`src/rtl/baccarat_round_sched_if.sv`:
```
// Card-source handshake and datapath hand-register controls for the round scheduler.
// The master side is the scheduler; the slave side is the card/score datapath.
interface baccarat_round_sched_if;
  logic       card_req;
  logic       card_valid;
  logic       clear_hands;
  logic       load_pcard1;
  logic       load_pcard2;
  logic       load_pcard3;
  logic       load_dcard1;
  logic       load_dcard2;
  logic       load_dcard3;
  logic [3:0] pscore;
  logic [3:0] dscore;
  logic [3:0] pcard3;

  modport master (
    output card_req, clear_hands,
    output load_pcard1, load_pcard2, load_pcard3,
    output load_dcard1, load_dcard2, load_dcard3,
    input  card_valid, pscore, dscore, pcard3
  );

  modport slave (
    input  card_req, clear_hands,
    input  load_pcard1, load_pcard2, load_pcard3,
    input  load_dcard1, load_dcard2, load_dcard3,
    output card_valid, pscore, dscore, pcard3
  );
endinterface

```
`src/rtl/baccarat_round_sched.sv`:
```
// Baccarat round scheduler: deals one hand per start request, applies the
// third-card rules, resolves the winner and keeps saturating tallies.
//
// state  | meaning
// IDLE   | waiting for start after reset
// CLR    | clear datapath hand registers
// P1     | deal player card 1
// D1     | deal dealer card 1
// P2     | deal player card 2
// D2     | deal dealer card 2
// EVAL   | naturals / player third-card decision
// P3     | deal player card 3
// EVAL3  | banker third-card decision using pcard3
// D3     | deal dealer card 3
// RESULT | compare scores, update lights and tallies on exit
// DONE   | result held, waiting for start
module baccarat_round_sched #(
  parameter int TW = 4
) (
  input  logic                  slow_clock,
  input  logic                  resetb,
  input  logic                  start,
  baccarat_round_sched_if.master card,
  output logic                  player_win_light,
  output logic                  dealer_win_light,
  output logic [TW-1:0]         player_wins,
  output logic [TW-1:0]         dealer_wins,
  output logic [TW-1:0]         ties,
  output logic [TW-1:0]         rounds,
  output logic                  busy
);

  typedef enum logic [3:0] {
    S_IDLE, S_CLR, S_P1, S_D1, S_P2, S_D2, S_EVAL,
    S_P3, S_EVAL3, S_D3, S_RESULT, S_DONE
  } state_t;

  state_t state_q, state_d;
  logic   banker_draw;
  logic   restart;

  function automatic logic [TW-1:0] sat_inc(input logic [TW-1:0] v);
    return (&v) ? v : v + 1'b1;
  endfunction

  always_comb begin
    banker_draw = 1'b0;
    case (card.dscore)
      4'd0, 4'd1, 4'd2: banker_draw = 1'b1;
      4'd3:             banker_draw = (card.pcard3 != 4'd8);
      4'd4:             banker_draw = (card.pcard3 >= 4'd2) && (card.pcard3 <= 4'd7);
      4'd5:             banker_draw = (card.pcard3 >= 4'd4) && (card.pcard3 <= 4'd7);
      4'd6:             banker_draw = (card.pcard3 >= 4'd6) && (card.pcard3 <= 4'd7);
      default:          banker_draw = 1'b0;
    endcase
  end

  assign restart = resetb && start && (state_q == S_IDLE || state_q == S_DONE);

  always_ff @(posedge slow_clock) begin
    if (!resetb) state_q <= S_IDLE;
    else         state_q <= state_d;
  end

  always_comb begin
    state_d          = state_q;
    card.card_req    = 1'b0;
    card.clear_hands = 1'b0;
    card.load_pcard1 = 1'b0;
    card.load_pcard2 = 1'b0;
    card.load_pcard3 = 1'b0;
    card.load_dcard1 = 1'b0;
    card.load_dcard2 = 1'b0;
    card.load_dcard3 = 1'b0;
    busy             = 1'b1;
    case (state_q)
      S_IDLE, S_DONE: begin
        busy = 1'b0;
        if (start) state_d = S_CLR;
      end
      S_CLR: begin
        card.clear_hands = 1'b1;
        state_d          = S_P1;
      end
      S_P1: begin
        card.card_req    = 1'b1;
        card.load_pcard1 = card.card_valid;
        if (card.card_valid) state_d = S_D1;
      end
      S_D1: begin
        card.card_req    = 1'b1;
        card.load_dcard1 = card.card_valid;
        if (card.card_valid) state_d = S_P2;
      end
      S_P2: begin
        card.card_req    = 1'b1;
        card.load_pcard2 = card.card_valid;
        if (card.card_valid) state_d = S_D2;
      end
      S_D2: begin
        card.card_req    = 1'b1;
        card.load_dcard2 = card.card_valid;
        if (card.card_valid) state_d = S_EVAL;
      end
      S_EVAL: begin
        if (card.pscore >= 4'd8 || card.dscore >= 4'd8) state_d = S_RESULT;
        else if (card.pscore <= 4'd5)                    state_d = S_P3;
        else if (card.dscore <= 4'd5)                    state_d = S_D3;
        else                                             state_d = S_RESULT;
      end
      S_P3: begin
        card.card_req    = 1'b1;
        card.load_pcard3 = card.card_valid;
        if (card.card_valid) state_d = S_EVAL3;
      end
      S_EVAL3: state_d = banker_draw ? S_D3 : S_RESULT;
      S_D3: begin
        card.card_req    = 1'b1;
        card.load_dcard3 = card.card_valid;
        if (card.card_valid) state_d = S_RESULT;
      end
      S_RESULT: state_d = S_DONE;
      default: begin
        busy    = 1'b0;
        state_d = S_IDLE;
      end
    endcase
    // Strobes are suppressed while reset is asserted so an aborted round never loads a card.
    if (!resetb) begin
      card.card_req    = 1'b0;
      card.clear_hands = 1'b0;
      card.load_pcard1 = 1'b0;
      card.load_pcard2 = 1'b0;
      card.load_pcard3 = 1'b0;
      card.load_dcard1 = 1'b0;
      card.load_dcard2 = 1'b0;
      card.load_dcard3 = 1'b0;
      busy             = 1'b0;
    end
  end

  always_ff @(posedge slow_clock) begin
    if (!resetb) begin
      player_win_light <= 1'b0;
      dealer_win_light <= 1'b0;
      player_wins      <= '0;
      dealer_wins      <= '0;
      ties             <= '0;
      rounds           <= '0;
    end else if (state_q == S_RESULT) begin
      player_win_light <= (card.pscore >= card.dscore);
      dealer_win_light <= (card.dscore >= card.pscore);
      if (card.pscore > card.dscore)      player_wins <= sat_inc(player_wins);
      else if (card.dscore > card.pscore) dealer_wins <= sat_inc(dealer_wins);
      else                                ties        <= sat_inc(ties);
      rounds <= sat_inc(rounds);
    end else if (restart) begin
      player_win_light <= 1'b0;
      dealer_win_light <= 1'b0;
    end
  end

endmodule

```
`src/flat_wrapper.sv`:
```
// flat-port wrapper written by rule: the top's interface ports become plain ports
module baccarat_round_sched_flat 
#(
  parameter int TW = 4
)
  (slow_clock, resetb, start, player_win_light, dealer_win_light, player_wins, dealer_wins, ties, rounds, busy, card_card_req, card_clear_hands, card_load_pcard1, card_load_pcard2, card_load_pcard3, card_load_dcard1, card_load_dcard2, card_load_dcard3, card_card_valid, card_pscore, card_dscore, card_pcard3);
  baccarat_round_sched_if card_i ();
  input  logic slow_clock;
  input  logic resetb;
  input  logic start;
  output logic player_win_light;
  output logic dealer_win_light;
  output logic [TW-1:0] player_wins;
  output logic [TW-1:0] dealer_wins;
  output logic [TW-1:0] ties;
  output logic [TW-1:0] rounds;
  output logic busy;
  output wire logic [$bits(card_i.card_req)-1:0] card_card_req;
  output wire logic [$bits(card_i.clear_hands)-1:0] card_clear_hands;
  output wire logic [$bits(card_i.load_pcard1)-1:0] card_load_pcard1;
  output wire logic [$bits(card_i.load_pcard2)-1:0] card_load_pcard2;
  output wire logic [$bits(card_i.load_pcard3)-1:0] card_load_pcard3;
  output wire logic [$bits(card_i.load_dcard1)-1:0] card_load_dcard1;
  output wire logic [$bits(card_i.load_dcard2)-1:0] card_load_dcard2;
  output wire logic [$bits(card_i.load_dcard3)-1:0] card_load_dcard3;
  input wire logic [$bits(card_i.card_valid)-1:0] card_card_valid;
  input wire logic [$bits(card_i.pscore)-1:0] card_pscore;
  input wire logic [$bits(card_i.dscore)-1:0] card_dscore;
  input wire logic [$bits(card_i.pcard3)-1:0] card_pcard3;
  assign card_card_req = card_i.card_req;
  assign card_clear_hands = card_i.clear_hands;
  assign card_load_pcard1 = card_i.load_pcard1;
  assign card_load_pcard2 = card_i.load_pcard2;
  assign card_load_pcard3 = card_i.load_pcard3;
  assign card_load_dcard1 = card_i.load_dcard1;
  assign card_load_dcard2 = card_i.load_dcard2;
  assign card_load_dcard3 = card_i.load_dcard3;
  assign card_i.card_valid = card_card_valid;
  assign card_i.pscore = card_pscore;
  assign card_i.dscore = card_dscore;
  assign card_i.pcard3 = card_pcard3;
  baccarat_round_sched #(.TW(TW)) u_core (.slow_clock(slow_clock), .resetb(resetb), .start(start), .card(card_i), .player_win_light(player_win_light), .dealer_win_light(dealer_win_light), .player_wins(player_wins), .dealer_wins(dealer_wins), .ties(ties), .rounds(rounds), .busy(busy));
endmodule
```
`config.mk`:
```
export PLATFORM = sky130hd
export DESIGN_NAME = baccarat_round_sched_flat
export DESIGN_NICKNAME = d
export VERILOG_FILES = /design/src/rtl/baccarat_round_sched_if.sv /design/src/rtl/baccarat_round_sched.sv /design/src/flat_wrapper.sv
export SDC_FILE = /design/constraint.sdc
export NUM_CORES = 1
export LEC_CHECK = 0
export CAP_MARGIN = 0
export CORE_ASPECT_RATIO = 0.5
export CORE_MARGIN = 4
export CORE_UTILIZATION = 47
export DETAILED_ROUTE_END_ITERATION = 10
export PLACE_DENSITY = 0.91
export SLEW_MARGIN = 20
export SYNTH_ARGS = -nofsm -noshare
export SYNTH_HDL_FRONTEND = slang
export SYNTH_SLANG_ARGS = --single-unit
```
`constraint.sdc`:
```
create_clock -name slow_clock -period 2.1 [get_ports slow_clock]
set_input_delay 0.42 -clock slow_clock [delete_from_list [all_inputs] [get_ports slow_clock]]
set_output_delay 0.42 -clock slow_clock [all_outputs]
set_load 0.05 [all_outputs]
```
# [After elaboration in Yosys (flattened, before gate mapping)]
# Cells that the tools add are included.
[classes] addsub=4 order_cmp=12 n_eq_ne=25 mux=34 bitwise=6 n_reduce_logical=23
[ops] op="$pmux 4 s11" count=1
[ops] op="$mux 4" count=9
[ops] op="$eq 4x3->1 const B" count=7
[ops] op="$reduce_and 4->1" count=6
[ops] op="$mux 1" count=21
[ops] op="$add 4x1->4 const B" count=4
[ops] op="$eq 4x2->1 const B" count=4
[ops] op="$eq 4x4->1 const B" count=4
[ops] op="$ne 2x2->1 const B" count=7
[ops] op="$le 4x3->1 const B" count=3
[ops] op="$reduce_or 10->1" count=1
[ops] op="$eq 4x1->1 const B" count=2
[ops] op="$ge 4x3->1 const B" count=2
[ops] op="$ge 4x4->1" count=2
[ops] op="$ge 4x4->1 const B" count=2
[ops] op="$gt 4x4->1" count=2
[ops] op="$logic_not 4->1" count=2
[ops] op="$reduce_and 7->1" count=1
[ops] op="$not 1->1" count=6
[ops] op="$reduce_or 6->1" count=1
[ops] op="$logic_and 1x1->1" count=5
[ops] op="$pmux 1 s5" count=1
[ops] op="$ge 4x2->1 const B" count=1
[ops] op="$mux 2" count=2
[ops] op="7 further kinds" count=8
[word_totals] regBits=22 out_inout_bits=27

# [Logic depth before layout (Yosys ltp)]
# Gate-level depths: netlist (run 1).
[logic_depth] word_depth=5 mapped_depth=8 mapped_depth_nobuf=7

# [Least setup slack after synthesis (run 1)]
# No wires, ideal clock.
[synth_path] kind="input to output" start="input port card_card_valid" end="output port card_load_pcard1" arrival_ns=2.269 setup_slack_ns=-0.589 stages=3 cell_sequence="clkbuf_1 > nand2_1 > nor4_1"
[synth_between] elab_chain_len=2
[synth_lines] item="start, declared" line_no="flat_wrapper.sv:26" text="input wire logic [$bits(card_i.card_valid)-1:0] card_card_valid;"
[synth_lines] item="$mux 1" line_no="baccarat_round_sched.sv:76" text="case (state_q)"
[synth_lines] item="$mux 1" line_no="baccarat_round_sched.sv:129" text="if (!resetb) begin"
[synth_lines] item="end, declared" line_no="flat_wrapper.sv:20" text="output wire logic [$bits(card_i.load_pcard1)-1:0] card_load_pcard1;"
# No other way between the ends.

# [Worst setup path in the final report (run 1)]
[layout_path] start="input port card_pscore[2]" end="register u_core.ties[2]"
[layout_between] elab_chain_len=3 word_cells_on_any_way=5 classes_between="order compare: 2; bitwise: 2; reduce/logical: 1"
[layout_lines] item="start, declared" line_no="flat_wrapper.sv:27" text="input wire logic [$bits(card_i.pscore)-1:0] card_pscore;"
[layout_lines] item="$gt 4x4->1 (on tied branches)" line_no="baccarat_round_sched.sv:153, baccarat_round_sched.sv:154"
[layout_lines] item="$not 1->1 (no line)"
[layout_lines] item="$reduce_and 4->1 (no line) (*)"
[layout_lines] item="end signal, assigned" line_no="baccarat_round_sched.sv:155" text="else ties <= sat_inc(ties);"
[layout_lines] item="end, declared" line_no="baccarat_round_sched.sv:28" text="output logic [TW-1:0] ties,"
# Mark *: on every way between the ends. The rest lies on a longest branch, timed or not.
# A chain may end at the register's enable or synchronous reset.

==> results of run 1 <==
## sequential cells by signal, indices dropped and copies added (netlist names)
signal,count
u_core.player_win_light,1
u_core.rounds,4
u_core.dealer_wins,4
u_core.ties,4
u_core.dealer_win_light,1
u_core.state_q,4
u_core.player_wins,4
## path summary, 6_finish.rpt
path / start / depth (start not counted) / endpoint
worst max register to register: u_core.state_q[3] / 5 / u_core.player_wins[3]
worst min register to register: u_core.player_win_light / 1 / u_core.player_win_light
worst max-delay path: card_pscore[2] / 7 / u_core.ties[2]
worst min-delay path: u_core.player_win_light / 1 / u_core.player_win_light
## cell usage after synthesis, types with 2 or more instances
cell type	count	area, µm²
a211oi_1	3	22.52
o21ai_0	13	65.06
a2111oi_0	2	17.52
mux2i_1	5	50.05
nand4_1	4	25.02
a22oi_1	2	15.01
a31oi_1	6	37.54
buf_2	3	15.01
a21oi_1	11	55.05
nand3_1	8	40.04
clkbuf_1	6	22.52
and2_1	3	18.77
nor2b_1	4	25.02
nand2b_1	3	18.77
nor3_1	6	30.03
nor2_1	18	67.56
inv_1	10	37.54
ha_1	8	100.1
o31ai_1	2	15.01
a32o_1	2	20.02
nand2_1	11	41.29
nor4b_1	2	17.52
dfxtp_1	22	440.4
o2111ai_1	2	17.52
xnor2_1	4	35.03
nor4_1	2	12.51
or3_1	3	18.77
xor2_1	2	17.52
## placed cells by master (no fill, tap or decap), types with 4 or more instances in the layout
| master | netlist | final |
|---|---|---|
| buf_4 | 0 | 27 |
| mux2i_1 | 5 | 5 |
| inv_1 | 10 | 7 |
| ha_1 | 8 | 5 |
| a21oi_1 | 11 | 8 |
| nand4_1 | 4 | 4 |
| nor3_1 | 6 | 4 |
| buf_12 | 0 | 9 |
| a31oi_1 | 6 | 6 |
| dlymetal6s2s_1 | 0 | 5 |
| nor2_1 | 18 | 15 |
| xnor2_1 | 4 | 4 |
| o21ai_0 | 13 | 13 |
| nand3_1 | 8 | 8 |
| dfxtp_1 | 22 | 18 |
| nand2_1 | 11 | 10 |
| clkdlybuf4s50_1 | 0 | 26 |
## critical path, stage by stage
cell and delay (ns):
clkdlybuf4s50_1 0.50, ha_4 0.33, nand4_1 0.15, a311o_1 0.43, a211oi_2 0.25, xnor2_1 0.15
nor2_1 0.07
## power by group through the flow
stage	combinational, mW	sequential (mW)	clock, mW
detailed placement	0.462	0.485	0
global route	0.542	0.488	0.445
CTS	0.483	0.480	0.406
finish	0.524	0.486	0.435
global placement	0.441	0.481	0
floorplan	0.281	0.453	0
## layer usage
| metal | vias up | share of wire [%] |
|---|---|---|
| met1 | 887 | 39 |
| met4 | 0 | 5.1 |
| met5 | - | 0 |
| met2 | 151 | 46 |
| li1 | 829 | - |
| met3 | 41 | 9.6 |
## layout make-up
class,instances,area [µm²],area share [%]
well taps,37,46.29,1.917
flip-flops and latches,22,447.9,18.55
diodes,1,2.502,0.1036
inverters,10,37.54,1.554
clock inverters,1,30.03,1.244
multi-input cells,144,1075,44.51
repair buffers,70,734.5,30.41
clock buffers,3,41.29,1.710
## what timing repair did
item | 4_1_cts | 5_1_grt
buffers inserted | 0 | 1
endpoints found under the hold margin | 0 | 0
pin swaps | 4 | 4
gates cloned | 0 | 0
gates resized for setup | 18 | 16
endpoints found under the setup margin | 14 | 16
## logic make-up after synthesis
| group | Yosys count |
|---|---|
| compound gates | 53 |
| xor+xnor | 6 |
| fa+ha+maj | 8 |
| buf+inv | 20 |
| flops | 22 |
| mux | 5 |
| simple gates | 72 |
## stage by stage
stage,hold WS [ns],setup WS [ns],area [µm²],TNS (ns),total power [mW]
after floorplan,0.5587,-0.1694,1504,-0.4349,0.7348
after global placement,0.4688,-0.2559,2222,-2.390,0.9224
after detailed placement,0.4722,-0.3507,2222,-3.500,0.9469
after CTS,0.4861,0.001917,2345,0,1.369
after global routing,0.5147,-0.07831,2415,-0.2109,1.476
final,0.4954,-0.01474,2415,-0.04332,1.445
==> impl_results.md, run 1 <==
* CTS tree: built
* Cts hold-fix bufs at 0
* Post-synthesis compound-gate area fraction at approximately 24%
* Relative slew slack at about two thirds
* Synth Cell Area at roughly 0.0015 mm²
* IO Port Bufs at 42
* CP Data Arrival Time at 2.30 ns
* # placed instances at between 200 and 300
* Max Clock Skew at 0.02115 ns
* Die area at between 0.004 and 0.005 mm²
* EDFF count, synth at 0
* Worst-path clk slew at 0.11 ns
* Post-DP HPWL at ~3.5 mm
* Cell Int Power at just over 900 µW
* DR vias/cell at 6.625
* Asr flop ratio synth at 0%
* Iter 0 DRT Violations at between 150 and 200
* Root Driver: clkbuf_8
* Initial antenna violation count at 1
* Total GRT Usage at between 20% and 30%
* Final core utilization at ~87%
* Die Wd at roughly 87 µm
* CTS H-tree depth at 1
* Failing checks: setup timing
* Final slew viol count at 0
* Net Sw Frac at around 36%
* Met2 usage in global routing at 49.02%
* Worst Setup Start Kind: primary input
* Initial Utilization at a little over half
* Adder-cell share of the synthesized area at 6.826%
* Peak VDD IR at approximately 0.55 mV
* Routability congestion estimate at 0.8700
* Status: complete, but fails checks
* CP max FO at 3
* GRT met3 Usage at 5.842%
* Synth Instances at between 150 and 200
* Synth Area in XOR/XNOR at 3.584%
* Largest family of logic cells by synthesized area: simple AND/OR/NAND/NOR gates
* # DRC at 0
* Multiplexer share of the synthesized area at 3.413%
* Via count at about 1900
* Yosys warns at 0
* Tmin final at between 2 and 2.5 ns
* Fill count at approximately 130
* Primary FF master, synth: dfxtp_1
* NetSw at ~520 µW
* Synth unique cells at 47
* Combinational share of power at about 36%
* Crit Path Class: in2reg
* M1 GR Usage at between 20% and 30%
* Layout Cells excl Fill at between 200 and 300
* Min-delay worst type: reg2reg
* Antenna Nets Post-Route at 0
* GR peak layer: met2
* Fraction of layout cells with a size suffix above 1 at a little under a third
* Pre-antenna DRT Iters at 6
* Slew at the pin closest to its max-slew limit at between 0.5 and 0.6 ns
* Clk pwr share at between 30 and 40%
* Seq/Total Area, Yosys at around 30%
* Max Fclk at around 470 MHz
* CTS max path bufs at 2
* Syn Nets at 210
* Routed WL per cell at 20.89 µm
* # IOs at 43
* Nets at roughly 280
* Global route total overflow at 0
* Area grow syn2layout at 64.68%
* Final Cycle Share at 100.7%
* Number of global-route vias before repair at roughly 1800
* Simple logic cell fraction of the synthesized area at between 20% and 30%
* FP Rows at 13
* Max-Cap Viols at 0
* Total CTS buffers at 3
* Drt total wl at 6.017 mm
* Sequential Power Share at between 30% and 40%
* Reg2Reg Setup Slack at roughly 0.3 ns
* Required @ worst endpoint at about 2.3 ns
* Chip height at ~47 µm
* Leakage at roughly 0.94 nW
* Synth Register Bits at 22
* CORE AREA at approximately 0.0028 mm²
* Hold Violations, Final at 0
* Worst-Skew Late Latency at about 0.29 ns
* Final setup fails at 3
* Worst Setup End Kind: flip-flop
* Largest net degree at the start of global routing at 21
* Global-route wire length before repair at slightly above 8 mm
* Syn_area_per_cell at roughly 7.9 µm²
* Clock Sinks at 22
* Final WS setup at -0.01474 ns
* Pwr dens at between 500 and 600 mW/mm²
Note: power is estimated with default switching activity, not from simulation.
==> inputs of run 2 (changes only) <==
--- a/config.mk
+++ b/config.mk
@@ -11,7 +11,7 @@
 export CORE_UTILIZATION = 47
 export DETAILED_ROUTE_END_ITERATION = 10
 export PLACE_DENSITY = 0.91
-export SLEW_MARGIN = 20
+export SLEW_MARGIN = 25
 export SYNTH_ARGS = -nofsm -noshare
 export SYNTH_HDL_FRONTEND = slang
 export SYNTH_SLANG_ARGS = --single-unit
==> results of run 2 <==
Same layout as run 1: the final DEF is identical, and so are final timing and power.
==> inputs of run 3 (changes only) <==
--- a/config.mk
+++ b/config.mk
@@ -11,6 +11,7 @@
 export CORE_UTILIZATION = 47
 export DETAILED_ROUTE_END_ITERATION = 10
 export PLACE_DENSITY = 0.91
+export REMOVE_ABC_BUFFERS = 1
 export SLEW_MARGIN = 25
 export SYNTH_ARGS = -nofsm -noshare
 export SYNTH_HDL_FRONTEND = slang
==> impl_results.md, run 3 (synthesis gave the netlist of run 1 again) <==
* Fraction of layout cells with a size suffix above 1 at 25.60% (was 30.00%)
* Max-Cap Viols at 0 (unchanged)
* Most frequent cells in the layout: buf_4, clkdlybuf4s50_1, dfxtp_1 (unchanged)
* CORE AREA at 0.002781 mm² (unchanged)
* Drt total wl at 5.595 mm (was 6.017 mm)
* Hold Path Depth at 1 (unchanged)
* Die Wd at 87.00 µm (unchanged)
* Global route total overflow at 0 (unchanged)
* Area taken by multi-input logic gates at 0.001023 mm² (was 0.001075 mm²)
* Routed met3 length at 470 µm (was 575 µm)
* Final setup fails at 0 (was 3)
* Relative slew slack at 65.88% (was 65.04%)
* Worst Setup Start Kind: flip-flop (was primary input)
* Number of global-route vias before repair at 1783 (was 1802)
* Root Driver: clkbuf_8 (unchanged)
* Min-delay worst type: reg2reg (unchanged)
* Register area at 446.7 µm² (was 447.9 µm²)
* Worst Setup End Kind: output pin (was flip-flop)
* Required @ worst endpoint at 1.68 ns (was 2.29 ns)
* Overall Power at 1.374 mW (was 1.445 mW)
* Via count at 1928 (was 1908)
* Max Fclk at 496.7 MHz (was 472.9 MHz)
* Max Clock Skew at 0.003684 ns (was 0.02115 ns)
* CTS tree: built (unchanged)
* Chip height at 47.50 µm (unchanged)
* Routed WL per cell at 19.49 µm (was 20.89 µm)
* Leakage at 0.9710 nW (was 0.9427 nW)
* Initial antenna violation count at 0 (was 1)
* Iter 0 DRT Violations at 159 (was 170)
* R2R cell count at 5 (unchanged)
* Critical path launch point: u_core.state_q[1] (was card_pscore[2])
* Antenna Nets Post-Route at 0 (unchanged)
* Crit Path Class: reg2out (was in2reg)
* Largest net degree at the start of global routing at 21 (unchanged)
* Post-DP HPWL at 3.570 mm (was 3.547 mm)
* Final Cycle Share at 95.88% (was 100.7%)
* Commonest non-fill, non-tap cell in the layout: buf_4 (unchanged)
* Worst-path clk slew at 0.09 ns (was 0.11 ns)
* Clock Sinks at 22 (unchanged)
* Total CTS buffers at 3 (unchanged)
* Met2 Routed Length at 2.649 mm (was 2.782 mm)
* Tmin final at 2.013 ns (was 2.115 ns)
* Pwr dens at 580.4 mW/mm² (was 598.2 mW/mm²)
* CTS H-tree depth at 1 (unchanged)
* Slew at the pin closest to its max-slew limit at 0.5103 ns (was 0.5227 ns)
* Status: finished, final reports clean (was complete, but fails checks)
* Total GRT Usage at 25.35% (was 25.91%)
* CTS max path bufs at 2 (unchanged)
* Hold Violations, Final at 0 (unchanged)
* Fill count at 137 (was 132)
* Routability congestion estimate at 0.8425 (was 0.8700)
* # DRC at 0 (unchanged)
* Peak VDD IR at 0.3757 mV (was 0.5469 mV)
* Nets at 275 (unchanged)
* RR Startpoint: u_core.state_q[1] (was u_core.state_q[3])
* IO Port Bufs at 42 (unchanged)
* Hold_sp: u_core.player_win_light (unchanged)
* Setup TNS at 0 ns (was -0.04332 ns)
* Met1 Wirelength at 2.072 mm (was 2.351 mm)
* Area grow syn2layout at 61.43% (was 64.68%)
* CP Data Arrival Time at 1.59 ns (was 2.30 ns)
* Worst-Skew Late Latency at 0.27 ns (was 0.29 ns)
* Pre-antenna DRT Iters at 5 (was 6)
* Antenna fix cells at 0 (was 1)
* DR vias/cell at 6.718 (was 6.625)
* FP Rows at 13 (unchanged)
* Top sig layer: met4 (unchanged)
* Global-route wire length before repair at 8.066 mm (was 8.259 mm)
* Final slew viol count at 0 (unchanged)
* Die area at 0.004132 mm² (unchanged)
* CP max FO at 10 (was 3)
* Initial Utilization at 52.72% (unchanged)
* # IOs at 43 (unchanged)
[run 3: changes by cell type in the layout (fill, tap and decap cells not counted), sizes merged]
cell / previous run / this run
diode: 1 / 0
clkdlybuf4s50: 26 / 23
dlymetal6s2s: 5 / 8
[run 3: where the power goes]
part / internal (mW) / leakage (nW) / switching (mW)
clock: 0.255 / 0.0357 / 0.154
combinational: 0.223 / 0.756 / 0.265
sequential: 0.434 / 0.179 / 0.0430
[run 3: layout make-up]
type	instances	area share (%)
repair buffers	70	31.34
clock buffers	3	1.744
well taps	37	1.956
inverters	10	1.586
multi-input cells	144	43.23
flip-flops and latches	22	18.87
clock inverters	1	1.268
[run 3: path summary, 6_finish.rpt]
kind	to	slack (ns)
worst max register to register	u_core.ties[3]	0.22
worst min-delay path	u_core.player_win_light	0.52
worst max-delay path	card_card_req	0.09
worst min register to register	u_core.player_win_light	0.52
[run 3: worst max-delay path, stage by stage, from the launching register on]
cell	delay [ns]
dfxtp_1	0.57
nand2b_1	0.19
mux2i_1	0.18
o22a_1	0.16
nor2_1	0.06
buf_12	0.15
[run 3: per-stage QoR]
step	worst slack [ns]	hold WS, ns	util, %	area [µm²]	cells
detailed placement	-0.3492	0.4785	78.54	2185	282
floorplan	-0.6084	0.5587	-	1425	176
global placement	-0.2320	0.4694	78.54	2185	282
global route	-0.02306	0.5413	85.11	2367	287
CTS	-0.04651	0.4981	82.37	2291	286
finish	0.08653	0.5158	85.11	2367	287
[run 3: what timing repair did]
item,in CTS,in global routing
resized for setup,11,21
hold buffers,0,0
buffers inserted,0,1
pin swaps,4,5
endpoints found under the setup margin,13,16
[run 3: metal layers]
layer	vias up	GRT usage (%)
met5	-	0
met1	882	26.24
met4	0	13.66
met3	56	3.952
met2	167	51.89
li1	823	-
